[src/rtl/spi_pkg.sv]
// Purpose: shared word width, idle fill byte, synchroniser depth and FSM state type for the SPI slave blocks.
// Latency: none (declarations only).
// Backpressure: none (declarations only).
package spi_pkg;

  localparam int SPI_WORD_W = 8;
  localparam logic [SPI_WORD_W-1:0] SPI_IDLE_BYTE = 8'hFF;
  localparam int SYNC_STAGES = 2;

  typedef enum logic {TX_IDLE, TX_SHIFT} tx_state_t;

endpackage

[src/rtl/spi_slave_transmitter_if.sv]
// Purpose: byte stream into the MISO transmitter plus its status pulses.
// Latency: none (wiring only).
// Backpressure: tx_valid/tx_ready handshake; byte_sent/underrun are one-clk pulses with no backpressure.
// Ports: tx_data, tx_valid (source -> transmitter); tx_ready, byte_sent, underrun (transmitter -> source).
interface spi_slave_transmitter_if
  import spi_pkg::*;
#(
  parameter int DATA_W = SPI_WORD_W
);

  logic [DATA_W-1:0] tx_data;
  logic              tx_valid;
  logic              tx_ready;
  logic              byte_sent;
  logic              underrun;

  modport master (
    output tx_data, tx_valid,
    input  tx_ready, byte_sent, underrun
  );

  modport slave (
    input  tx_data, tx_valid,
    output tx_ready, byte_sent, underrun
  );

endinterface

[src/rtl/spi_sync_edge.sv]
// Purpose: synchronise an asynchronous pin into clk and produce level plus single-cycle rise/fall strobes.
// Latency: pin change shows as a strobe after 2 clk edges, so logic acting on it responds on the 3rd edge.
// Backpressure: none; strobes are lost if nobody consumes them that cycle.
// Ports: clk, reset (sync, active-high), din (async pin), level (synchronised), rise, fall (strobes).
module spi_sync_edge
  import spi_pkg::*;
#(
  parameter logic RST_VAL = 1'b0
) (
  input  logic clk,
  input  logic reset,
  input  logic din,
  output logic level,
  output logic rise,
  output logic fall
);

  logic [SYNC_STAGES-1:0] sync_q, sync_d;
  logic                   dly_q, dly_d;

  always_comb begin
    sync_d = {sync_q[SYNC_STAGES-2:0], din};
    dly_d  = sync_q[SYNC_STAGES-1];
  end

  always_ff @(posedge clk) begin
    if (reset) begin
      sync_q <= {SYNC_STAGES{RST_VAL}};
      dly_q  <= RST_VAL;
    end else begin
      sync_q <= sync_d;
      dly_q  <= dly_d;
    end
  end

  assign level = sync_q[SYNC_STAGES-1];
  assign rise  = level & ~dly_q;
  assign fall  = ~level & dly_q;

endmodule

[src/rtl/spi_slave_transmitter.sv]
// Purpose: SPI mode-0 MISO transmitter; one-entry holding register feeding an MSB-first shift register.
// Latency: SCLK/CS pin edges act 3 clk edges later; MSB is on spi_miso before the first SCLK rise.
// Backpressure: tx_ready low while the holding register is full; an empty register at load time sends IDLE_BYTE.
// Ports: clk, reset (sync, active-high), spi_sclk/spi_cs_n (async pins), spi_miso/spi_miso_oe (registered pad
//        drive), tx (slave side of the byte stream: tx_data/tx_valid/tx_ready, byte_sent and underrun pulses).
module spi_slave_transmitter
  import spi_pkg::*;
#(
  parameter int                DATA_W    = SPI_WORD_W,
  parameter logic [DATA_W-1:0] IDLE_BYTE = SPI_IDLE_BYTE
) (
  input  logic                    clk,
  input  logic                    reset,
  input  logic                    spi_sclk,
  input  logic                    spi_cs_n,
  output logic                    spi_miso,
  output logic                    spi_miso_oe,
  spi_slave_transmitter_if.slave  tx
);

  localparam int CNT_W = $clog2(DATA_W);

  logic sclk_lvl, sclk_rise, sclk_fall;
  logic cs_lvl, cs_rise, cs_fall, cs_active;

  spi_sync_edge #(.RST_VAL(1'b0)) u_sclk_sync (
    .clk(clk), .reset(reset), .din(spi_sclk),
    .level(sclk_lvl), .rise(sclk_rise), .fall(sclk_fall)
  );

  spi_sync_edge #(.RST_VAL(1'b1)) u_cs_sync (
    .clk(clk), .reset(reset), .din(spi_cs_n),
    .level(cs_lvl), .rise(cs_rise), .fall(cs_fall)
  );

  assign cs_active = ~cs_lvl;

  // Only the SCLK strobes and the CS level/fall drive the FSM.
  logic unused_sync;
  assign unused_sync = &{1'b0, sclk_lvl, cs_rise};

  tx_state_t         state_q, state_d;
  logic [DATA_W-1:0] hold_q, hold_d;
  logic              hold_vld_q, hold_vld_d;
  logic [DATA_W-1:0] shift_q, shift_d;
  logic [CNT_W-1:0]  bit_cnt_q, bit_cnt_d;
  logic              reload_pend_q, reload_pend_d;
  logic              miso_q, miso_d;
  logic              miso_oe_q, miso_oe_d;
  logic              byte_sent_q, byte_sent_d;
  logic              underrun_q, underrun_d;
  logic              load;
  logic              accept;

  always_comb begin
    state_d       = state_q;
    hold_d        = hold_q;
    hold_vld_d    = hold_vld_q;
    shift_d       = shift_q;
    bit_cnt_d     = bit_cnt_q;
    reload_pend_d = reload_pend_q;
    miso_oe_d     = miso_oe_q;
    byte_sent_d   = 1'b0;
    underrun_d    = 1'b0;
    load          = 1'b0;
    accept        = tx.tx_valid & ~hold_vld_q;

    case (state_q)
      TX_IDLE: begin
        miso_oe_d = 1'b0;
        if (cs_fall) begin
          load          = 1'b1;
          bit_cnt_d     = '0;
          reload_pend_d = 1'b0;
          miso_oe_d     = 1'b1;
          state_d       = TX_SHIFT;
        end
      end
      TX_SHIFT: begin
        // Deselect wins over any SCLK strobe seen in the same cycle, so a
        // trailing fall that coincides with CS rise does not reload.
        if (!cs_active) begin
          state_d       = TX_IDLE;
          miso_oe_d     = 1'b0;
          bit_cnt_d     = '0;
          reload_pend_d = 1'b0;
        end else if (sclk_rise) begin
          if (bit_cnt_q == CNT_W'(DATA_W-1)) begin
            byte_sent_d   = 1'b1;
            bit_cnt_d     = '0;
            reload_pend_d = 1'b1;
          end else begin
            bit_cnt_d = bit_cnt_q + CNT_W'(1);
          end
        end else if (sclk_fall) begin
          if (reload_pend_q) begin
            load          = 1'b1;
            reload_pend_d = 1'b0;
          end else begin
            shift_d = shift_q << 1;
          end
        end
      end
      default: state_d = TX_IDLE;
    endcase

    // The load looks at the holding register as it was before this edge, so
    // a word accepted in the same cycle waits for the next load.
    if (load) begin
      shift_d    = hold_vld_q ? hold_q : IDLE_BYTE;
      underrun_d = ~hold_vld_q;
      hold_vld_d = 1'b0;
    end
    if (accept) begin
      hold_d     = tx.tx_data;
      hold_vld_d = 1'b1;
    end

    miso_d = (state_d == TX_SHIFT) ? shift_d[DATA_W-1] : 1'b0;
  end

  always_ff @(posedge clk) begin
    if (reset) begin
      state_q       <= TX_IDLE;
      hold_q        <= '0;
      hold_vld_q    <= 1'b0;
      shift_q       <= '0;
      bit_cnt_q     <= '0;
      reload_pend_q <= 1'b0;
      miso_q        <= 1'b0;
      miso_oe_q     <= 1'b0;
      byte_sent_q   <= 1'b0;
      underrun_q    <= 1'b0;
    end else begin
      state_q       <= state_d;
      hold_q        <= hold_d;
      hold_vld_q    <= hold_vld_d;
      shift_q       <= shift_d;
      bit_cnt_q     <= bit_cnt_d;
      reload_pend_q <= reload_pend_d;
      miso_q        <= miso_d;
      miso_oe_q     <= miso_oe_d;
      byte_sent_q   <= byte_sent_d;
      underrun_q    <= underrun_d;
    end
  end

  assign spi_miso     = miso_q;
  assign spi_miso_oe  = miso_oe_q;
  assign tx.tx_ready  = ~hold_vld_q;
  assign tx.byte_sent = byte_sent_q;
  assign tx.underrun  = underrun_q;

endmodule

[src/flat_wrapper.sv]
// flat-port wrapper written by rule: the top's interface ports become plain ports
module spi_slave_transmitter_flat import spi_pkg::*;
#(
  parameter int                DATA_W    = SPI_WORD_W,
  parameter logic [DATA_W-1:0] IDLE_BYTE = SPI_IDLE_BYTE
)
  (clk, reset, spi_sclk, spi_cs_n, spi_miso, spi_miso_oe, tx_tx_data, tx_tx_valid, tx_tx_ready, tx_byte_sent, tx_underrun);
  spi_slave_transmitter_if #(.DATA_W(DATA_W)) tx_i ();
  input  logic clk;
  input  logic reset;
  input  logic spi_sclk;
  input  logic spi_cs_n;
  output logic spi_miso;
  output logic spi_miso_oe;
  input wire logic [$bits(tx_i.tx_data)-1:0] tx_tx_data;
  input wire logic [$bits(tx_i.tx_valid)-1:0] tx_tx_valid;
  output wire logic [$bits(tx_i.tx_ready)-1:0] tx_tx_ready;
  output wire logic [$bits(tx_i.byte_sent)-1:0] tx_byte_sent;
  output wire logic [$bits(tx_i.underrun)-1:0] tx_underrun;
  assign tx_i.tx_data = tx_tx_data;
  assign tx_i.tx_valid = tx_tx_valid;
  assign tx_tx_ready = tx_i.tx_ready;
  assign tx_byte_sent = tx_i.byte_sent;
  assign tx_underrun = tx_i.underrun;
  spi_slave_transmitter #(.DATA_W(DATA_W), .IDLE_BYTE(IDLE_BYTE)) u_core (.clk(clk), .reset(reset), .spi_sclk(spi_sclk), .spi_cs_n(spi_cs_n), .spi_miso(spi_miso), .spi_miso_oe(spi_miso_oe), .tx(tx_i));
endmodule
[config.mk]
export PLATFORM = sky130hd
export DESIGN_NAME = spi_slave_transmitter_flat
export DESIGN_NICKNAME = d
export VERILOG_FILES = /design/src/rtl/spi_pkg.sv /design/src/rtl/spi_slave_transmitter_if.sv /design/src/rtl/spi_sync_edge.sv /design/src/rtl/spi_slave_transmitter.sv /design/src/flat_wrapper.sv
export SDC_FILE = /design/constraint.sdc
export NUM_CORES = 1
export LEC_CHECK = 0
export ABC_AREA = 1
export CAP_MARGIN = 20
export CORE_UTILIZATION = 55
export DETAILED_ROUTE_END_ITERATION = 10
export DONT_BUFFER_PORTS = 1
export PLACE_DENSITY = 0.84
export SETUP_SLACK_MARGIN = 0.15
export SYNTH_ARGS = -nofsm -noshare
export SYNTH_HDL_FRONTEND = slang
export SYNTH_SLANG_ARGS = --single-unit
[constraint.sdc]
create_clock -name clk -period 1.27 [get_ports clk]
set_input_delay 0.381 -clock clk [delete_from_list [all_inputs] [get_ports clk]]
set_output_delay 0.381 -clock clk [all_outputs]
set_load 0.05 [all_outputs]
==> summary.md, run 1 <==
| Metric | Value |
|---|---|
| Status | complete, but fails checks |
| Failing checks | negative setup slack |
| Sink Count | 32 |
| Final instance area | approximately 0.0019 mm² |
| WP data arrival | about 1.7 ns |
| Setup violations, final | 11 |
| Worst r2r path cells | 9 |
| CP required | 1.54 ns |
| Total power | slightly above 2 mW |
| Post-synth EDFFs | 0 |
| Inserted Diodes | 0 |
| CTS Buffer Depth | 2 |
| Die Area | around 0.0028 mm² |
| FF+latch area | around 660 µm² |
| Final count of hold timing violations | 0 |
| Initial Util | 0.583 |
| Port Buffers | 0 |
| Cells on Worst Hold Path | 1 |
| Placed inst area | roughly 0.0016 mm² |
| Gr usage total | 0.246 |
| Placed insts | approximately 240 |
| Fin crit share | 1.10 |
| Top cells by area, synth | dfxtp_1, nand2_1, nor2_1 |
| Post-synth top cells | nand2_1, nor2_1, dfxtp_1, inv_1, nand3_1 |
| CORE AREA | between 0.002 and 0.0025 mm² |
| Placer congestion estimate | slightly below 0.9 |
| Row count | 18 |
| Critical Path End Type | flop |
| Post-layout util | 0.779 |
| Async SR Flop Fraction | 0 |
| Drt pass-1 iters | 4 |
| Post-route ant nets | 0 |
| CTS buffer count | 5 |
| Final wirelength | about 4300 µm |
| RSZ-0062 raised after global routing | yes |
| DRC violations left | 0 |
| Pin count of the biggest net entering global routing | 15 |
| Post-synthesis cell type count | 24 |
| Max-slew headroom | 0.808 |
| Ports | 18 |
| HP Start | reset |
| Crit-path max FO | 5 |
| Syn nets | about 220 |
| Fmax | ~710 MHz |
| DR iter-0 viols | 69 |
| Worst min-delay path endpoint | u_core.tx.byte_sent$_SDFF_PP0_ |
| Vias/cell | around 5.8 |
| Final non-filler cell total | between 200 and 300 |
| PnR worst setup slack | -0.129 ns |
| Die height | about 53 µm |
| Clock root buffer | clkbuf_4 |
| Most numerous cell in the Yosys netlist | nand2_1 |
| Peak VDD IR | around 1.1 mV |
| Share of cells above drive strength 1 | 0.360 |
| Clk_skew | ~0.0094 ns |
| Post-synthesis instance total | ~200 |
| Post-synthesis average cell area | 7.19 µm² |
| R2r startpoint | u_core.u_sclk_sync.dly_q$_SDFF_PP0_ |
| Period minus WS final | around 1.4 ns |
| Post-synth top area share | 0.443 |
| Yosys reg bits | 32 |
| WL per Instance | 16.9 µm |
| Worst hold path type | input pin to flop |
| Seq/Total Area, Yosys | 0.443 |
| Clock transition at the registers of the reported paths | about 0.10 ns |
| Post-DP HPWL | 2170 µm |
| Dominant synthesized flop cell | dfxtp_1 |
| R2r setup slk | -0.13 ns |
| Final Max Slew Viols | 0 |
| Pwr/cell area | around 1100 mW/mm² |
| Area of the mapped netlist | approximately 0.0014 mm² |
| Slew at the pin with the worst max-slew slack | ~0.29 ns |
| # H-tree levels | 2 |
| Yosys warns | 0 |
| CTS Hold Bufs | 0 |
| Multi-input gate area | about 850 µm² |
| Startpoint class of the critical path | flop |
| Leakage power | 0.848 nW |
| Biggest area consumer among synthesized cells | dfxtp_1 |
| Via count | ~1500 |
| Die width | about 53 µm |
| Initial antenna violation count | 0 |
| Clock tree from TritonCTS | built |
| Nets@finish | between 200 and 250 |
| Crit Reg-Reg Endpoint | u_core.shift_q[2]$_SDFFE_PP0P_ |
| FILL cells | 147 |
| Critical path class | flop to flop |
| First-pass GRT wire length | a little under 5000 µm |
| Vias in the first global route | approximately 1200 |
| Clk Latency, worst-skew pair | 0.34 ns |
| Max-cap viol count | 0 |
| Total global routing overflow | 0 |
| WHS | between 0.09 and 0.1 ns |
| Area Growth Syn to Fin | 33.5% |
## flip-flops by register name (all words and copies together), names as in the netlist
| signal | cells |
|---|---|
| u_core.hold_q | 8 |
| u_core.shift_q | 8 |
| u_core.bit_cnt_q | 3 |
| u_core.u_cs_sync.sync_q | 2 |
| u_core.u_sclk_sync.sync_q | 2 |
| u_core.hold_vld_q | 1 |
| u_core.reload_pend_q | 1 |
| u_core.spi_miso | 1 |
| u_core.spi_miso_oe | 1 |
| u_core.state_q | 1 |
| u_core.tx.byte_sent | 1 |
| u_core.tx.underrun | 1 |
| u_core.u_cs_sync.dly_q | 1 |
| u_core.u_sclk_sync.dly_q | 1 |
## power breakdown
part,internal (mW),switching [mW]
Clock,0.314,0.339
Combinational,0.125,0.192
Sequential,1.05,0.0357
Total,1.49,0.567
## cell type report
class | count | area share
flip-flops and latches | 32 | 0.342
repair buffers | 17 | 0.102
inverters | 27 | 0.0603
clock buffers | 7 | 0.0337
multi-input cells | 139 | 0.442
well taps | 30 | 0.0195
## worst max-delay path, stage by stage (launching register included)
cell and delay, ns:
dfxtp_4 0.40, ha_4 0.20, nand2_2 0.06, nor2_2 0.13
nand2_2 0.09, nand2_2 0.13, nand2_1 0.08, nand2_1 0.07
nor2_1 0.05, nor2_1 0.11
## placed cells by master, fill, tap and decap left out, types with 2 or more instances in the layout
master    synthesis  final
buf_6             1      2
buf_12            0      2
clkbuf_8          0      2
dfxtp_2           0      6
or2_2             2      2
clkbuf_4          0      5
nand2_2           1      9
buf_8             0      5
nor2_4            0      5
inv_2             6      4
inv_1            21     19
dfxtp_4           0      3
nand2_4           1      4
dfxtp_1          32     23
inv_4             0      2
o21ai_1          10      8
nand3_2           0      3
or2_1             3      3
nand3_1          18     15
ha_4              0      3
nor3_2            0      2
nor2_1           36     31
o21ai_0           4      4
buf_4             0      8
nor2_2            4      4
a21oi_1           9      8
nand2_1          39     29
inv_6             0      2
## what timing repair did
action                                  in CTS  in global routing
endpoints found under the hold margin        0                  0
endpoints found under the setup margin      26                 26
buffers inserted                             4                  2
gates cloned                                 0                  1
pin swaps                                    2                 16
resized for setup                           28                 26
## metal layers
layer / global-route usage / part of all wire
met1: 0.291 / 0.41
met2: 0.413 / 0.50
met3: 0.0632 / 0.061
met4: 0.110 / 0.030
met5: 0 / 0
## cell families after synthesis
kind of cell             Yosys count  share of synthesized area
flip-flops                        32                      0.443
AO/OA/AOI/OAI                     24                     0.0849
AND/OR/NAND/NOR                  110                      0.351
buffers and inverters             31                     0.0866
adder cells (fa/ha/maj)            4                     0.0346
## stage by stage
stage          setup TNS (ns)  setup WS (ns)
2_1_floorplan               0         0.0626
3_3_place_gp                0        0.00869
3_5_place_dp          -0.0215        -0.0158
4_1_cts               -0.0945        -0.0333
5_1_grt                 -1.44         -0.169
6_report               -0.832         -0.129
## how the worst max path moves through the flow
| stage | start | end | slack (ns) |
|---|---|---|---|
| after floorplan | u_core.u_sclk_sync.dly_q$_SDFF_PP0_ | u_core.shift_q[7]$_SDFF_PP0_ | 0.06 |
| after global placement | u_core.u_sclk_sync.dly_q$_SDFF_PP0_ | u_core.spi_miso$_SDFF_PP0_ | 0.009 |
| after detailed placement | u_core.u_sclk_sync.dly_q$_SDFF_PP0_ | u_core.spi_miso$_SDFF_PP0_ | -0.02 |
| after CTS | u_core.hold_vld_q$_SDFFE_PP0P_ | tx_tx_ready | -0.03 |
| after global routing | u_core.u_sclk_sync.dly_q$_SDFF_PP0_ | u_core.spi_miso$_SDFF_PP0_ | -0.17 |
| final | u_core.u_sclk_sync.dly_q$_SDFF_PP0_ | u_core.shift_q[2]$_SDFFE_PP0P_ | -0.13 |
Note: power is estimated with default switching activity, not from simulation.
==> run 2, diff against run 1 <==
ABC_AREA = 0   (was 1)
CORE_UTILIZATION = 54   (was 55)
PLACE_DENSITY = 0.83   (was 0.84)
==> run 2 against run 1 <==
  * The run still ends with negative setup slack left
  * First-iteration DRC count decreased by 78%
  * Die area shrank 8.5%
  * Global-route usage shrank 0.89 points
  * Wire length fell by 27%
  * Flip-flop and latch count is the same
  * Largest power group unchanged
==> summary.md, run 2 <==
| Metric | Value |
|---|---|
| Status | complete, but fails checks (unchanged) |
| Failing checks | negative setup slack (unchanged) |
| Clock tree from TritonCTS | built (unchanged) |
| Pwr/cell area | 1050 mW/mm² (was 1070 mW/mm²) |
| Port Buffers | 0 (unchanged) |
| Startpoint class of the critical path | flop (unchanged) |
| Yosys warns | 0 (unchanged) |
| Share of cells above drive strength 1 | 0.449 (was 0.360) |
| Setup violations, final | 15 (was 11) |
| Final non-filler cell total | 195 (was 252) |
| Leakage power | 0.714 nW (was 0.848 nW) |
| Max-slew headroom | 0.786 (was 0.808) |
| WL met1 | 1270 µm (was 1730 µm) |
| Syn nets | 160 (was 218) |
| Via count | 1124 (was 1456) |
| Area of the mapped netlist | 0.00129 mm² (was 0.00145 mm²) |
| Inserted Diodes | 0 (unchanged) |
| # H-tree levels | 2 (unchanged) |
| Dominant synthesized flop cell | dfxtp_1 (unchanged) |
| Async SR Flop Fraction | 0 (unchanged) |
| DR iter-0 viols | 15 (was 69) |
| Post-synth EDFFs | 0 (unchanged) |
| Placed inst area | 0.00145 mm² (was 0.00163 mm²) |
| Drt pass-1 iters | 4 (unchanged) |
| CTS buffer count | 5 (unchanged) |
| Final count of hold timing violations | 0 (unchanged) |
| FILL cells | 126 (was 147) |
| Most numerous cell in the Yosys netlist | dfxtp_1 (was nand2_1) |
| Yosys reg bits | 32 (unchanged) |
| Die height | 50.9 µm (was 53.3 µm) |
| Clk_skew | 0.00743 ns (was 0.00941 ns) |
| PnR worst setup slack | -0.314 ns (was -0.129 ns) |
| Post-synth top cells | dfxtp_1, nand2_1, a21oi_1, nor2_1, a211oi_1 (was nand2_1, nor2_1, dfxtp_1, inv_1, nand3_1) |
| Seq/Total Area, Yosys | 0.495 (was 0.443) |
| WL per Instance | 16.0 µm (was 16.9 µm) |
| Row count | 17 (was 18) |
| Final Max Slew Viols | 0 (unchanged) |
| Post-synthesis average cell area | 9.05 µm² (was 7.19 µm²) |
| Post-synthesis cell type count | 32 (was 24) |
| Nets@finish | 183 (was 239) |
| Clock transition at the registers of the reported paths | 0.10 ns (about the same) |
| Final wirelength | 3120 µm (was 4260 µm) |
| Post-layout util | 0.811 (was 0.779) |
| Initial antenna violation count | 0 (unchanged) |
| Top cells by area, synth | dfxtp_1, a21oi_1, nand2_1 (was dfxtp_1, nand2_1, nor2_1) |
| DRC violations left | 0 (unchanged) |
| Vias/cell | 5.76 (was 5.78) |
| Top Metal Used | met4 (unchanged) |
| Peak VDD IR | 1.31 mV (was 1.11 mV) |
| Biggest area consumer among synthesized cells | dfxtp_1 (unchanged) |
| Total global routing overflow | 0 (unchanged) |
| Biggest registers after layout | u_core.hold_q x8, u_core.shift_q x8, u_core.bit_cnt_q x3 (unchanged) |
| Critical Path End Type | flop (unchanged) |
| Metal2 WL | 1620 µm (was 2140 µm) |
| Vias in the first global route | 1032 (was 1162) |
| Clk Latency, worst-skew pair | 0.34 ns (about the same) |
| CTS Hold Bufs | 0 (unchanged) |
| Final instance area | 0.00181 mm² (was 0.00193 mm²) |
| Total power | 1.91 mW (was 2.06 mW) |
| Post-synthesis instance total | 143 (was 201) |
| CTS Buffer Depth | 2 (unchanged) |
| Die Area | 0.00260 mm² (was 0.00284 mm²) |
| Area Growth Syn to Fin | 40.0% (was 33.5%) |
| Metal3 WL | 101 µm (was 260 µm) |
| Post-route ant nets | 0 (unchanged) |
| Placed insts | 179 (was 238) |
| Post-DP HPWL | 1650 µm (was 2170 µm) |
| Post-synth top area share | 0.495 (was 0.443) |
| Slew at the pin with the worst max-slew slack | 0.319 ns (was 0.287 ns) |
| Ports | 18 (unchanged) |
| Crit-path max FO | 6 (was 5) |
| Max-cap viol count | 0 (unchanged) |
| Placer congestion estimate | 0.739 (was 0.868) |
| Clock root buffer | clkbuf_4 (unchanged) |
| Initial Util | 0.579 (was 0.583) |
| Fmax | 631 MHz (was 715 MHz) |
| Fin crit share | 1.25 (was 1.10) |
| CORE AREA | 0.00223 mm² (was 0.00248 mm²) |
| Critical path class | flop to flop (unchanged) |
| Gr usage total | 0.237 (was 0.246) |
| Pin count of the biggest net entering global routing | 30 (was 15) |
| Period minus WS final | 1.58 ns (was 1.40 ns) |
| First-pass GRT wire length | 4460 µm (was 4910 µm) |
| Die width | 50.9 µm (was 53.3 µm) |
| CP required | 1.49 ns (was 1.54 ns) |
| Commonest non-fill, non-tap cell in the layout | dfxtp_1 (was nor2_1) |
| Total negative slack | -2.61 ns (was -0.832 ns) |
| WP data arrival | 1.80 ns (was 1.67 ns) |
| Most frequent cells in the layout | dfxtp_1, nand2_1, a21oi_1, buf_4, nor2_1 (was nor2_1, nand2_1, dfxtp_1, inv_1, nand3_1) |
| RSZ-0062 raised after global routing | yes (unchanged) |
| Worst hold path type | input pin to flop (unchanged) |
| Sink Count | 32 (unchanged) |
==> run 2: repair_timing <==
action / 4_1_cts / 5_1_grt
gates resized for setup: 33 / 28
endpoints found under the setup margin: 20 / 21
cloned: 1 / 0
pin swaps: 4 / 9
setup buffers: 3 / 4
==> run 2: final cells by class <==
| type | instances | area, µm² | area share |
|---|---|---|---|
| clock buffer | 7 | 55.1 | 0.0304 |
| clock inverter | 1 | 7.51 | 0.00414 |
| inverter | 5 | 23.8 | 0.0131 |
| multi-input combinational | 100 | 797 | 0.440 |
| sequential | 32 | 663 | 0.366 |
| tap | 28 | 35.0 | 0.0193 |
| timing repair buffer | 22 | 230 | 0.127 |
==> run 2: path summary, 6_finish.rpt <==
check	from	end	slack (ns)	depth (start not counted)
setup / recovery	u_core.u_sclk_sync.dly_q$_SDFF_PP0_	u_core.spi_miso$_SDFF_PP0_	-0.31	7
hold / removal	reset	u_core.bit_cnt_q[1]$_SDFFE_PP0P_	0.09	1
setup reg to reg	u_core.u_sclk_sync.dly_q$_SDFF_PP0_	u_core.spi_miso$_SDFF_PP0_	-0.31	7
hold reg to reg	u_core.u_cs_sync.sync_q[0]$_SDFF_PP1_	u_core.u_cs_sync.sync_q[1]$_SDFF_PP1_	0.42	1
==> run 2: metal layers <==
metal | vias up | global-route usage
li1 | 545 | -
met1 | 532 | 0.240
met2 | 34 | 0.439
met3 | 13 | 0.0625
met4 | 0 | 0.125
met5 | - | 0
==> run 2: logic make-up (layout without fill, tap and decap cells) <==
group                    count (synthesis)  count (layout)  synth area share
flip-flops                              32              32             0.495
AND/OR/NAND/NOR                         52              52             0.219
adder cells (fa/ha/maj)                  4               4            0.0387
multiplexers                             1               1           0.00774
buffers and inverters                   11              35            0.0358
AO/OA/AOI/OAI                           43              43             0.204
==> run 2: per-stage QoR <==
stage | worst slack, ns | hold WS (ns)
after CTS | -0.203 | 0.0839
after floorplan | -0.158 | 0.389
final | -0.314 | 0.0860
after detailed placement | -0.234 | 0.400
after global placement | -0.145 | 0.393
after global routing | -0.356 | 0.0761
==> run 2: report_power, final <==
group | internal [mW] | leakage, nW | switching (mW)
Sequential | 1.04 | 0.266 | 0.0324
Clock | 0.271 | 0.0315 | 0.345
Combinational | 0.106 | 0.416 | 0.111
Total | 1.42 | 0.714 | 0.489
==> run 2: critical path: stages (launching register included) <==
cell,delay (ns)
dfxtp_2,0.35
inv_2,0.04
ha_4,0.15
nand4b_1,0.18
a21oi_2,0.25
buf_6,0.15
a211oi_2,0.05
a311oi_1,0.29
==> run 3, diff against run 2 <==
CORE_UTILIZATION = 60   (was 54)
PLACE_DENSITY = 0.87   (was 0.83)
RECOVER_POWER = 25   (was unset)
clock period = 1.8 ns   (was 1.27 ns; I/O delays follow)
==> run 3 against run 2 <==
  * The run now ends clean
  * Clock power fell by 13%
  * Cell count decreased by 9.7%
  * Fmax fell by 0.43%
  * Core utilization down 9.2 points
  * Register-to-register slack gained 0.52 ns
  * Combinational power shrank 58%
  * Critical path type unchanged
  * Global-route usage down 0.98 points
==> summary.md, run 3 (synthesis results as in run 2) <==
| Metric | Value |
|---|---|
| Drt pass-1 iters | 4 (unchanged) |
| Status | finished clean (was complete, but fails checks) |
| Setup violations, final | 0 (was 15) |
| First-pass GRT wire length | 3890 µm (was 4460 µm) |
| Clock tree from TritonCTS | built (unchanged) |
| # H-tree levels | 2 (unchanged) |
| Startpoint class of the critical path | flop (unchanged) |
| Slowest-stage cell, CP | dfxtp_1 (was dfxtp_2) |
| Biggest registers after layout | u_core.hold_q x8, u_core.shift_q x8, u_core.bit_cnt_q x3 (unchanged) |
| WHS | 0.260 ns (was 0.0860 ns) |
| WP data arrival | 1.85 ns (was 1.80 ns) |
| Pwr/cell area | 966 mW/mm² (was 1050 mW/mm²) |
| Placed inst area | 0.00131 mm² (was 0.00145 mm²) |
| Critical Path End Type | flop (unchanged) |
| Total global routing overflow | 0 (unchanged) |
| Commonest non-fill, non-tap cell in the layout | dfxtp_1 (unchanged) |
| Crit-path max FO | 5 (was 6) |
| Post-DP HPWL | 1610 µm (was 1650 µm) |
| Max-slew headroom | 0.619 (was 0.786) |
| Gr usage total | 0.228 (was 0.237) |
| R2r startpoint | u_core.u_sclk_sync.dly_q$_SDFF_PP0_ (unchanged) |
| Peak VDD IR | 0.878 mV (was 1.31 mV) |
| Vias in the first global route | 912 (was 1032) |
| Crit path cell chain | inv_1 > ha_2 > nand4b_1 > a21oi_2 > o21ai_0 > a211oi_1 (was inv_2 > ha_4 > nand4b_1 > a21oi_2 > buf_6 > a211oi_2 > a311oi_1) |
| Area Growth Syn to Fin | 11.2% (was 40.0%) |
| Leakage power | 0.544 nW (was 0.714 nW) |
| RSZ-0062 raised after global routing | yes (unchanged) |
| Pin count of the biggest net entering global routing | 30 (unchanged) |
| CTS buffer count | 5 (unchanged) |
| DRC violations left | 0 (unchanged) |
| Share of cells above drive strength 1 | 0.154 (was 0.449) |
| Most frequent cells in the layout | dfxtp_1, nand2_1, a21oi_1, nor2_1, a211oi_1 (was dfxtp_1, nand2_1, a21oi_1, buf_4, nor2_1) |
| Placer congestion estimate | 0.787 (was 0.739) |
| Final instance area | 0.00144 mm² (was 0.00181 mm²) |
| Fin crit share | 0.884 (was 1.25) |
| CTS Buffer Depth | 2 (unchanged) |
| Sink Count | 32 (unchanged) |
| Clock root buffer | clkbuf_4 (unchanged) |
| Slowest stage delay, CP | 0.34 ns (was 0.35 ns) |
| Row count | 16 (was 17) |
| Worst min-delay path endpoint | u_core.hold_vld_q$_SDFFE_PP0P_ (was u_core.bit_cnt_q[1]$_SDFFE_PP0P_) |
| Cells on Worst Hold Path | 1 (unchanged) |
| CORE AREA | 0.00200 mm² (was 0.00223 mm²) |
| Initial Util | 0.646 (was 0.579) |
| Worst hold path type | input pin to flop (unchanged) |
| Die height | 48.4 µm (was 50.9 µm) |
| Period minus WS final | 1.59 ns (was 1.58 ns) |
| R2r setup slk | 0.21 ns (was -0.31 ns) |
| Final Max Slew Viols | 0 (unchanged) |
| Post-route ant nets | 0 (unchanged) |
| Crit Reg-Reg Endpoint | u_core.shift_q[6]$_SDFFE_PP0P_ (was u_core.spi_miso$_SDFF_PP0_) |
| Die width | 48.4 µm (was 50.9 µm) |
| Ports | 18 (unchanged) |
| Via count | 1031 (was 1124) |
| Final wirelength | 2510 µm (was 3120 µm) |
| Vias/cell | 5.86 (was 5.76) |
| CTS Hold Bufs | 0 (unchanged) |
| Initial antenna violation count | 0 (unchanged) |
| Inserted Diodes | 0 (unchanged) |
| Die Area | 0.00235 mm² (was 0.00260 mm²) |
| Final count of hold timing violations | 0 (unchanged) |
| Clk_skew | 0.00342 ns (was 0.00743 ns) |
| Clock transition at the registers of the reported paths | 0.10 ns (about the same) |
| Worst r2r path cells | 6 (was 7) |
| Slew at the pin with the worst max-slew slack | 0.571 ns (was 0.319 ns) |
| Clk Latency, worst-skew pair | 0.33 ns (was 0.34 ns) |
| CP required | 2.06 ns (was 1.49 ns) |
| WL per Instance | 14.3 µm (was 16.0 µm) |
| Port Buffers | 0 (unchanged) |
| DR iter-0 viols | 27 (was 15) |
| Fmax | 628 MHz (was 631 MHz) |
| Critical path class | flop to flop (unchanged) |
| HP Start | reset (unchanged) |
| Max-cap viol count | 0 (unchanged) |
| Total negative slack | 0 ns (was -2.61 ns) |
| Nets@finish | 165 (was 183) |
==> run 3: where the power goes <==
part / switching, mW / total [mW] / internal, mW
clock network: 0.246 / 0.537 / 0.291
logic: 0.0528 / 0.0907 / 0.0379
registers: 0.0269 / 0.763 / 0.737
==> run 3: final cells by class <==
| class | count | area, µm² |
|---|---|---|
| Sequential cell | 32 | 642 |
| Fill cell | 159 | 563 |
| Clock buffer | 6 | 41.3 |
| Timing Repair Buffer | 3 | 22.5 |
| Multi-Input combinational cell | 101 | 646 |
| Tap cell | 27 | 33.8 |
| Clock inverter | 2 | 35.0 |
| Inverter | 5 | 18.8 |
==> run 3: worst max path at each step <==
stage	from	slack [ns]	depth (start not counted)	to
2_1_floorplan	u_core.u_sclk_sync.dly_q$_SDFF_PP0_	0.20	6	u_core.shift_q[7]$_SDFF_PP0_
3_3_place_gp	u_core.u_sclk_sync.dly_q$_SDFF_PP0_	0.16	6	u_core.spi_miso$_SDFF_PP0_
3_5_place_dp	u_core.u_sclk_sync.dly_q$_SDFF_PP0_	0.10	6	u_core.shift_q[7]$_SDFF_PP0_
4_1_cts	u_core.hold_vld_q$_SDFFE_PP0P_	0.16	2	tx_tx_ready
5_1_grt	u_core.u_sclk_sync.dly_q$_SDFF_PP0_	0.08	6	u_core.shift_q[6]$_SDFFE_PP0P_
6_report	u_core.u_sclk_sync.dly_q$_SDFF_PP0_	0.21	6	u_core.shift_q[6]$_SDFFE_PP0P_
==> run 3: metrics by stage <==
step	cells	worst slack [ns]	power [mW]	util
final	176	0.209	1.39	0.719
after global placement	165	0.160	0.855	0.653
after global routing	176	0.0791	1.45	0.719
after CTS	173	0.155	1.39	0.699
after detailed placement	165	0.102	0.861	0.653
after floorplan	143	0.204	0.850	-
==> run 3: critical path: cells and delay by family (launching register included) <==
family	cells	cell delay [ns]
adder cells (fa/ha/maj)	1	0.20
AND/OR/NAND/NOR	1	0.26
flip-flops	1	0.34
buffers and inverters	1	0.05
AO/OA/AOI/OAI	3	0.67
==> run 3: routing by layer <==
layer | vias up | share of wire | track usage
met5 | - | 0 | 0
met4 | 0 | 0.016 | 0.118
met3 | 4 | 0.051 | 0.116
met2 | 29 | 0.50 | 0.333
met1 | 486 | 0.44 | 0.273
li1 | 512 | - | -
==> run 3: timing repair <==
item | in CTS | in global routing
pin swaps | 0 | 3
buffers inserted | 0 | 2
cloned | 0 | 1
resized for setup | 2 | 4
endpoints found under the setup margin | 9 | 11
